### config.mk
export PLATFORM = sky130hd
export DESIGN_NAME = branch_predictor
export DESIGN_NICKNAME = d
export VERILOG_FILES = /design/src/rtl/branch_predictor.sv
export SDC_FILE = /design/constraint.sdc
export NUM_CORES = 1
export LEC_CHECK = 0
export BUFFER_PORTS_ARGS = -buffer_cell sky130_fd_sc_hd__buf_4
export CORE_MARGIN = 2
export CORE_UTILIZATION = 23
export DETAILED_ROUTE_END_ITERATION = 12
export REMOVE_ABC_BUFFERS = 1
export SYNTH_ARGS = -nofsm -noshare
export SYNTH_HDL_FRONTEND = slang
export SYNTH_SLANG_ARGS = --single-unit
### constraint.sdc
create_clock -name clk -period 4.45 [get_ports clk]
set_input_delay 0.6675 -clock clk [delete_from_list [all_inputs] [get_ports clk]]
set_output_delay 0.6675 -clock clk [all_outputs]
set_load 0.03 [all_outputs]
### src/rtl/branch_predictor.sv
// ---------------------------------------------------------------------------
// branch_predictor
//
// Dynamic branch predictor built from a table of 2^INDEX_WIDTH saturating
// counters indexed by the fetch PC.  The lookup index travels down the
// F -> D -> E pipeline with a valid bit, so the counter that produced a
// prediction is the one trained when the branch resolves in Execute.
//
// Optional build macro: BRANCH_PREDICTOR_GSHARE_EN
//   When defined, an INDEX_WIDTH-bit global history register is XORed into
//   the fetch index (gshare).  History is shifted only on a resolved branch,
//   so flushes never disturb it.
//
// Ports:
//   clk          in   system clock, rising edge
//   reset        in   synchronous, active-high reset
//   PCF          in   fetch-stage PC (bits [1:0] ignored)
//   StallD       in   hold the Decode-stage index register
//   FlushD       in   invalidate the Decode-stage index register
//   FlushE       in   invalidate the Execute-stage index register
//   BranchOpEb0  in   conditional branch present in Execute
//   PCSrcResE    in   resolved direction in Execute (1 = taken)
//   PCSrcPredF   out  predicted direction for PCF (combinational)
//   IndexE       out  table index carried by the Execute-stage slot
// ---------------------------------------------------------------------------
module branch_predictor #(
    parameter int INDEX_WIDTH   = 6,
    parameter int COUNTER_WIDTH = 2,
    parameter int PC_WIDTH      = 32
) (
    input  logic                   clk,
    input  logic                   reset,
    input  logic [PC_WIDTH-1:0]    PCF,
    input  logic                   StallD,
    input  logic                   FlushD,
    input  logic                   FlushE,
    input  logic                   BranchOpEb0,
    input  logic                   PCSrcResE,
    output logic                   PCSrcPredF,
    output logic [INDEX_WIDTH-1:0] IndexE
);

    localparam int DEPTH = 1 << INDEX_WIDTH;

    // Weakly not-taken: MSB clear, all lower bits set (01 for 2-bit).
    localparam logic [COUNTER_WIDTH-1:0] CNT_INIT = {1'b0, {(COUNTER_WIDTH-1){1'b1}}};
    localparam logic [COUNTER_WIDTH-1:0] CNT_MAX  = {COUNTER_WIDTH{1'b1}};
    localparam logic [COUNTER_WIDTH-1:0] CNT_MIN  = '0;
    localparam logic [COUNTER_WIDTH-1:0] CNT_ONE  = {{(COUNTER_WIDTH-1){1'b0}}, 1'b1};

    logic [COUNTER_WIDTH-1:0] r_table [DEPTH];

    logic [INDEX_WIDTH-1:0]   r_idx_d;
    logic                     r_valid_d;
    logic [INDEX_WIDTH-1:0]   r_idx_e;
    logic                     r_valid_e;

    logic [INDEX_WIDTH-1:0]   w_idx_f;
    logic                     w_update;
    logic [COUNTER_WIDTH-1:0] w_cnt_e;
    logic [COUNTER_WIDTH-1:0] w_cnt_next;

    // PC bits outside the index field do not take part in the lookup.
    logic w_unused_pc;
    assign w_unused_pc = ^{PCF[PC_WIDTH-1:INDEX_WIDTH+2], PCF[1:0]};

`ifdef BRANCH_PREDICTOR_GSHARE_EN
    logic [INDEX_WIDTH-1:0] r_ghr;
    assign w_idx_f = PCF[INDEX_WIDTH+1:2] ^ r_ghr;
`else
    assign w_idx_f = PCF[INDEX_WIDTH+1:2];
`endif

    // Read port: no bypass from a same-cycle update; the new value appears
    // on the following cycle.
    assign PCSrcPredF = r_table[w_idx_f][COUNTER_WIDTH-1];
    assign IndexE     = r_idx_e;

    // Bubbles and flushed slots have valid=0 and therefore never train.
    assign w_update = BranchOpEb0 && r_valid_e;
    assign w_cnt_e  = r_table[r_idx_e];

    always_comb begin
        w_cnt_next = w_cnt_e;
        if (PCSrcResE) begin
            if (w_cnt_e != CNT_MAX) w_cnt_next = w_cnt_e + CNT_ONE;
        end else begin
            if (w_cnt_e != CNT_MIN) w_cnt_next = w_cnt_e - CNT_ONE;
        end
    end

    // Counter table: reset wins over a concurrent update.
    always_ff @(posedge clk) begin
        if (reset) begin
            for (int i = 0; i < DEPTH; i++) begin
                r_table[i] <= CNT_INIT;
            end
        end else if (w_update) begin
            r_table[r_idx_e] <= w_cnt_next;
        end
    end

    // Decode-stage index register: reset > flush > stall > load.
    always_ff @(posedge clk) begin
        if (reset) begin
            r_idx_d   <= '0;
            r_valid_d <= 1'b0;
        end else if (FlushD) begin
            r_idx_d   <= '0;
            r_valid_d <= 1'b0;
        end else if (!StallD) begin
            r_idx_d   <= w_idx_f;
            r_valid_d <= 1'b1;
        end
    end

    // Execute-stage index register: never stalls, always advances.
    always_ff @(posedge clk) begin
        if (reset) begin
            r_idx_e   <= '0;
            r_valid_e <= 1'b0;
        end else if (FlushE) begin
            r_idx_e   <= '0;
            r_valid_e <= 1'b0;
        end else begin
            r_idx_e   <= r_idx_d;
            r_valid_e <= r_valid_d;
        end
    end

`ifdef BRANCH_PREDICTOR_GSHARE_EN
    // Non-speculative history: shifted only when a branch resolves.
    always_ff @(posedge clk) begin
        if (reset) begin
            r_ghr <= '0;
        end else if (w_update) begin
            r_ghr <= {r_ghr[INDEX_WIDTH-2:0], PCSrcResE};
        end
    end
`endif

endmodule

==> results of run 1 <==
-- power groups by stage --
stage | logic (mW) | clock network [mW] | registers (mW)
after global placement | 0.262 | 0 | 1.52
final | 0.266 | 1.30 | 1.50
after floorplan | 0.150 | 0 | 1.52
after detailed placement | 0.265 | 0 | 1.52
after CTS | 0.265 | 1.31 | 1.50
after global routing | 0.282 | 1.37 | 1.50
-- final cells by class --
type	instances	share of cell area
Sequential cell	142	0.454
Multi-Input combinational cell	465	0.391
Tap cell	455	0.0626
Clock buffer	23	0.0493
Timing Repair Buffer	37	0.0347
Clock inverter	8	0.00757
Inverter	3	0.00124
-- through the flow --
stage                     setup TNS (ns)  instance area, sq um  instances
after floorplan                   -50.45                  7660        610
after global placement                 0                  8570       1102
after detailed placement               0                  8570       1102
after CTS                              0                  9090       1133
after global routing                   0                  9090       1133
final                                  0                  9090       1133
-- flip-flops by register name, summed over array words and instances (netlist names) --
register   flops
r_valid_e      1
r_valid_d      1
IndexE         6
r_table      128
r_idx_d        6
-- routing by layer --
layer  routed length, microns  GRT usage  vias up
li1                         -          -     2544
met1                     9460      0.166     2928
met2                    10900      0.203      260
met3                     1640     0.0242       46
met4                      639     0.0522        0
met5                        0          0        -
-- critical path, delay by kind of cell, from the launching register on --
kind	cells	cell delay, ns
AND/OR/NAND/NOR	2	1.26
flip-flops	1	0.52
buffers and inverters	2	0.63
AO/OA/AOI/OAI	5	1.30
-- kinds of logic after synthesis --
group	count (synthesis)
AO/OA/AOI/OAI	206
buffers and inverters	66
flip-flops	142
multiplexers	57
AND/OR/NAND/NOR	202
-- worst min path at each step --
stage	endpoint	slack [ns]	cells after the start
finish	r_valid_e	0.41	2
global route	r_valid_e	0.40	2
CTS	r_valid_e	0.39	2
detailed placement	IndexE[3]	0.44	1
global placement	IndexE[0]	0.43	1
floorplan	r_valid_e	0.42	2
-- placed cells by master (no fill, tap or decap), types with 4 or more instances in the layout --
| master | instances |
|---|---|
| sky130_fd_sc_hd__mux4_2 | 24 |
| sky130_fd_sc_hd__nand3_1 | 8 |
| sky130_fd_sc_hd__a21boi_2 | 29 |
| sky130_fd_sc_hd__a221o_1 | 5 |
| sky130_fd_sc_hd__a221oi_1 | 9 |
| sky130_fd_sc_hd__o211ai_1 | 9 |
| sky130_fd_sc_hd__buf_4 | 34 |
| sky130_fd_sc_hd__o21ai_0 | 55 |
| sky130_fd_sc_hd__clkbuf_1 | 6 |
| sky130_fd_sc_hd__nor2_1 | 66 |
| sky130_fd_sc_hd__a21oi_2 | 6 |
| sky130_fd_sc_hd__or2_2 | 52 |
| sky130_fd_sc_hd__dfxtp_1 | 13 |
| sky130_fd_sc_hd__o21bai_1 | 7 |
| sky130_fd_sc_hd__a21o_1 | 8 |
| sky130_fd_sc_hd__mux2i_1 | 24 |
| sky130_fd_sc_hd__nor3_1 | 6 |
| sky130_fd_sc_hd__nor2b_1 | 5 |
| sky130_fd_sc_hd__nand2_1 | 29 |
| sky130_fd_sc_hd__a211oi_1 | 10 |
| sky130_fd_sc_hd__mux2_2 | 7 |
| sky130_fd_sc_hd__edfxtp_1 | 128 |
| sky130_fd_sc_hd__nand2b_1 | 7 |
| sky130_fd_sc_hd__nand3b_1 | 7 |
| sky130_fd_sc_hd__a21oi_1 | 9 |
| sky130_fd_sc_hd__a21boi_1 | 20 |
| sky130_fd_sc_hd__clkbuf_16 | 17 |
| sky130_fd_sc_hd__and2_1 | 7 |
| sky130_fd_sc_hd__or3b_2 | 4 |
| sky130_fd_sc_hd__a22oi_1 | 9 |
==> Implementation_results.wiki, run 1 <==
{| class="wikitable"
! Metric !! Value
|-
| Critical setup path kind || flop to flop
|-
| Delay of the slowest critical-path stage || 0.99 ns
|-
| Area growth, synth to finish || 13.1%
|-
| Power Internal || around 2.3 mW
|-
| Number of enable flip-flop cells after synthesis || 128
|-
| Vias in the first global route || 5,577
|-
| Worst slew pin tran || 1.21 ns
|-
| Yosys reg bits || around 140
|-
| Final net count || about 710
|-
| Share of the cycle needed by the critical path after routing || 0.873
|-
| Combinational cell fraction of total power || 0.087
|-
| FMAX || 0.257 GHz
|-
| Post-layout total power || between 3 and 4 mW
|-
| Multiplexer share of the synthesized area || 0.112
|-
| Hold violation total from the final report || 0
|-
| Power per cell area || 337 nW/um^2
|-
| Number of port buffers || 19
|-
| Synthesis Warnings || 0
|-
| Worst-case clock skew || 0.0111 ns
|-
| Count of nets left with antenna violations after detail routing || 0
|-
| Total DRC errors in the routed layout || 0
|-
| Share of power burned in registers || 0.489
|-
| Total wirelength of the detailed-routed design || roughly 23 mm
|-
| Critical path destination || r_table[2][0]
|-
| Initial DRC Count || about 700
|-
| Remaining global-route overflow || 0
|-
| Outcome || completed
|-
| Cell with the most instances on the worst path || sky130_fd_sc_hd__buf_4
|-
| CTS tree || yes
|-
| Path type of the worst min-delay path || input port to flop
|-
| Highest net fanout along the worst path || 19
|-
| Crit path time final || a little under 4 ns
|-
| Routed wirelength normalized by instance count || roughly 20 microns
|-
| Gr usage total || 0.126
|-
| Smallest setup slack after layout || around 0.57 ns
|-
| Synth Area in Simple Gates || 0.132
|-
| Area of the multi-input gates || roughly 3600 sq um
|-
| Share of the synthesized area in the top cell type || 0.478
|-
| Level count of the clock H-tree || 4
|-
| CORE AREA || 34,500 sq um
|-
| Library cell contributing the largest single delay on the critical path || sky130_fd_sc_hd__nor2b_1
|-
| Type of element capturing the critical path || flop
|-
| Maximum root-to-sink buffer count || 2
|-
| Net switching component of the power || 0.735 mW
|-
| Destination of the worst register-to-register timing path || r_table[2][0]
|-
| Required time worst endpoint || between 4 and 5 ns
|-
| Startpoint of the lowest-slack hold path || FlushE
|-
| RSZ-0062 raised after global routing || no
|-
| Cell chain of the critical path || buf_4 -> nor2b_1 -> a221oi_1 -> o21ai_0 -> a2bb2oi_1 -> nand4_2 -> a31oi_4 -> buf_4 -> o211ai_1
|-
| Peak supply drop || 0.000284 V
|-
| Rows || 68
|-
| Count of TritonRoute iterations in the first routing pass || 5
|-
| Crit. Startpoint || IndexE[0]
|-
| Via count || just under 6,000
|-
| R2R Path Start || IndexE[0]
|-
| Fraction of synthesized cell area in xor and xnor cells || 0
|-
| Area of all sequential standard cells || about 4100 sq um
|-
| Leading register cell type out of synthesis || sky130_fd_sc_hd__edfxtp_1
|-
| Sort of element at the start of the critical path || flop
|-
| CTS clk-pin slew, worst paths || ~0.060 ns
|-
| Routability congestion estimate || 0.831
|-
| Area of the mapped netlist || roughly 8000 sq um
|-
| Clock latency reported for the late side of the worst-skew pair || approximately 0.43 ns
|-
| Final HPWL from detailed placement || approximately 15 mm
|-
| Slew Limit Headroom || 0.192
|-
| Switching part of the total || 0.240
|-
| Antenna diode instance count || 0
|-
| Number of top-level design ports || between 40 and 50
|-
| Area contributors post-synth || sky130_fd_sc_hd__edfxtp_1, sky130_fd_sc_hd__mux4_2, sky130_fd_sc_hd__a21boi_2
|-
| Sequential area share after synthesis || 0.513
|-
| Die height || 191 microns
|-
| Critical path data arrival time || 4.14 ns
|-
| Max-slew violation total from the final report || 0
|-
| Share of flip-flops with an asynchronous set or reset || 0
|-
| Adder-cell area share of the yosys netlist || 0
|-
| Max capacitance violation total || 0
|-
| Compound-cell area share of the yosys netlist || 0.195
|-
| Cell type with the highest aggregate area in the netlist || sky130_fd_sc_hd__edfxtp_1
|-
| Largest family of logic cells by synthesized area || compound AO/OA/AOI/OAI gates
|-
| Syn_area_per_cell || about 12 sq um
|-
| Master cell of the clock root buffer || sky130_fd_sc_hd__clkbuf_16
|-
| Worst Hold Slack || 0.410 ns
|-
| Initial standard-cell utilization of the core || 0.233
|-
| Die outline area || between 30,000 and 40,000 sq um
|-
| Ranking of synthesized cells by instance count || sky130_fd_sc_hd__edfxtp_1, sky130_fd_sc_hd__nor2_1, sky130_fd_sc_hd__o21ai_0, sky130_fd_sc_hd__or2_2, sky130_fd_sc_hd__clkbuf_1
|-
| Length in cells of the worst reg-to-reg path || 9
|-
| Wire length of the first global-routing pass || 34.2 mm
|-
| Most common cell in the synthesized netlist || sky130_fd_sc_hd__edfxtp_1
|-
| Largest net degree at the start of global routing || between 70 and 80
|-
| Share of cells above drive strength 1 || 0.291
|-
| Width of the die || 191 microns
|-
| Post-cts resize count || 0
|-
| Clk network pwr share || 0.425
|-
| Setup Slack @ Placement || 0.659 ns
|-
| Setup Buffers After CTS || 0
|-
| Final-report setup violation count || 0
|-
| Number of distinct library cells after synthesis || a little under 60
|-
| Leak pwr || about 2.7 nW
|-
| Number of buffers added by the clock tree synthesis step || 17
|-
| Number of hold buffers added after CTS || 0
|-
| Count of mapped cells out of synthesis || 673
|-
| Worst-case register-to-register setup slack || ~0.57 ns
|-
| Utilization after layout || 0.264
|-
| Filler instances || roughly 3,500
|-
| Mean number of vias per cell || around 5.1
|-
| Number of clock sinks seen by CTS || between 100 and 150
|-
| Initial antenna violation count || 0
|}
(Power assumes the default switching activity.)
==> run 2, diff against run 1 <==
CORE_MARGIN = default   (was 2)
SKIP_CTS_REPAIR_TIMING = 1   (was default)
==> Implementation_results.wiki, run 2 (synthesized netlist as in run 1, its figures left out) <==
{| class="wikitable"
! Metric !! Value
|-
| # placed instances || about 1,100
|-
| Final-report setup violation count || 0
|-
| Final net count || ~710
|-
| Width of the die || 189 microns
|-
| Type of element capturing the critical path || flop
|-
| Clk network pwr share || 0.455
|-
| Leak pwr || about 2.7 nW
|-
| Number of buffers and inverters on the critical path || 2
|-
| Cell family with most CP delay || compound AO/OA/AOI/OAI gates
|-
| Hold violation total from the final report || 0
|-
| Number of buffers added by the clock tree synthesis step || 17
|-
| Worst-case clock skew || 0.0104 ns
|-
| Die height || about 190 microns
|-
| Combinational cell fraction of total power || 0.083
|-
| Mean number of vias per cell || 5.09
|-
| Gr usage total || 0.130
|-
| Die outline area || 35,700 sq um
|-
| Delay of the slowest critical-path stage || roughly 0.93 ns
|-
| Cell chain of the critical path || inv_1 -> a221o_1 -> a21oi_1 -> a2bb2oi_1 -> nand4_2 -> a31oi_4 -> buf_12 -> o211ai_1
|-
| Power per cell area || between 300 and 400 nW/um^2
|-
| Most common cell after layout, fill and taps aside || sky130_fd_sc_hd__edfxtp_1
|-
| Clock latency reported for the late side of the worst-skew pair || approximately 0.43 ns
|-
| Slew Limit Headroom || 0.385
|-
| CTS clk-pin slew, worst paths || roughly 0.060 ns
|-
| Number of port buffers || 19
|-
| Share of the cycle needed by the critical path after routing || 0.834
|-
| Number of cells on the critical path || 8
|-
| Critical setup path kind || flop to flop
|-
| Level count of the clock H-tree || 4
|-
| Net switching component of the power || 0.748 mW
|-
| Via count || approximately 5,800
|-
| Total Neg Setup Slack || 0 ns
|-
| Remaining global-route overflow || 0
|-
| Count of TritonRoute iterations in the first routing pass || 8
|-
| Met3 track demand over resource || 0.0221
|-
| Initial DRC Count || roughly 610
|-
| Area growth, synth to finish || 14.5%
|-
| Number of top-level design ports || 46
|-
| Peak supply drop || between 0.0002 and 0.0003 V
|-
| Required time worst endpoint || 4.59 ns
|-
| Max capacitance violation total || 0
|-
| Max-slew violation total from the final report || 0
|-
| CORE AREA || between 30,000 and 40,000 sq um
|-
| Rows || between 60 and 70
|-
| Maximum root-to-sink buffer count || 2
|-
| Vias in the first global route || 5,652
|-
| Largest net degree at the start of global routing || between 70 and 80
|-
| Length in cells of the worst reg-to-reg path || 8
|-
| Worst Hold Slack || 0.406 ns
|-
| Total wirelength of the detailed-routed design || between 20 and 25 mm
|-
| Critical path data arrival time || about 3.9 ns
|-
| Outcome || completed
|-
| Antenna diode instance count || 0
|-
| FMAX || approximately 0.27 GHz
|-
| Crit path time final || ~3.7 ns
|-
| Setup Slack @ Placement || 0.806 ns
|-
| Destination of the worst register-to-register timing path || r_table[3][0]
|-
| Initial antenna violation count || 0
|-
| Busiest metal layer after global routing || met2
|-
| Routability congestion estimate || 0.838
|-
| Count of nets left with antenna violations after detail routing || 0
|-
| Share of power burned in registers || 0.461
|-
| Reg with most FFs || r_table
|-
| Critical path destination || r_table[3][0]
|-
| Smallest setup slack after layout || ~0.74 ns
|-
| Power Internal || 2.50 mW
|-
| Final HPWL from detailed placement || 14.5 mm
|-
| Initial standard-cell utilization of the core || 0.233
|-
| Worst-case register-to-register setup slack || between 0.7 and 0.8 ns
|-
| Wire length of the first global-routing pass || between 30 and 40 mm
|-
| Master cell of the clock root buffer || sky130_fd_sc_hd__clkbuf_16
|-
| Share of cells above drive strength 1 || 0.297
|-
| Met2 track utilization from global routing || 0.208
|-
| R2R Path Start || IndexE[2]
|-
| Crit. Startpoint || IndexE[2]
|-
| Path type of the worst min-delay path || input port to flop
|-
| Routed wirelength normalized by instance count || between 15 and 20 microns
|-
| Sort of element at the start of the critical path || flop
|-
| RSZ-0062 raised after global routing || no
|-
| Number of clock sinks seen by CTS || between 100 and 150
|-
| GR met1 Demand/Resource || 0.171
|-
| Leading cell types in the layout, fill and taps excluded || sky130_fd_sc_hd__edfxtp_1, sky130_fd_sc_hd__nor2_1, sky130_fd_sc_hd__o21ai_0
|-
| Switching part of the total || 0.230
|-
| CTS tree || yes
|-
| Highest net fanout along the worst path || 39
|-
| Max reg flops || roughly 130
|-
| Library cell contributing the largest single delay on the critical path || sky130_fd_sc_hd__dfxtp_2
|-
| Worst slew pin tran || 0.922 ns
|-
| Total DRC errors in the routed layout || 0
|-
| Final Non-Filler Cells || approximately 1,100
|}
[run 2: per-stage QoR]
stage,total power [mW],area [sq um],utilization
floorplan,1.67,7660,-
global placement,1.79,8600,0.250
detailed placement,1.79,8600,0.250
CTS,3.26,9200,0.267
global route,3.33,9200,0.267
finish,3.25,9200,0.267
[run 2: worst min-delay path by stage]
| stage | end | startpoint | slack (ns) | cells past startpoint |
|---|---|---|---|---|
| 6_report | r_valid_e | FlushE | 0.41 | 2 |
| 5_1_grt | r_valid_e | FlushE | 0.40 | 2 |
| 4_1_cts | r_valid_e | FlushE | 0.40 | 2 |
| 3_5_place_dp | r_valid_e | r_valid_d | 0.45 | 2 |
| 3_3_place_gp | r_valid_e | r_valid_d | 0.44 | 2 |
| 2_1_floorplan | r_valid_e | r_valid_d | 0.42 | 2 |
[run 2: layer usage]
metal,wire length (microns),up-vias
met2,10900,274
li1,-,2543
met1,9620,2904
met5,0,-
met4,754,0
met3,1380,57
[run 2: final cells by class]
class	count	area, sq um
clock buffer	18	429
clock inverter	13	171
fill	3543	25300
inverter	3	11.3
multi-input combinational	465	3550
sequential	142	4130
tap	455	569
timing repair buffer	39	343
[run 2: power groups by stage]
stage,sequential (mW),combinational (mW),clock [mW]
floorplan,1.52,0.150,0
global placement,1.52,0.267,0
detailed placement,1.52,0.270,0
CTS,1.50,0.271,1.49
global route,1.50,0.287,1.55
finish,1.50,0.271,1.48
[run 2: worst reg2reg max path, cell delays in order (launching register included)]
cell and delay (ns):
sky130_fd_sc_hd__dfxtp_2 0.93, sky130_fd_sc_hd__inv_1 0.46, sky130_fd_sc_hd__a221o_1 0.37, sky130_fd_sc_hd__a21oi_1 0.19, sky130_fd_sc_hd__a2bb2oi_1 0.24, sky130_fd_sc_hd__nand4_2 0.30, sky130_fd_sc_hd__a31oi_4 0.50, sky130_fd_sc_hd__buf_12 0.29
sky130_fd_sc_hd__o211ai_1 0.14
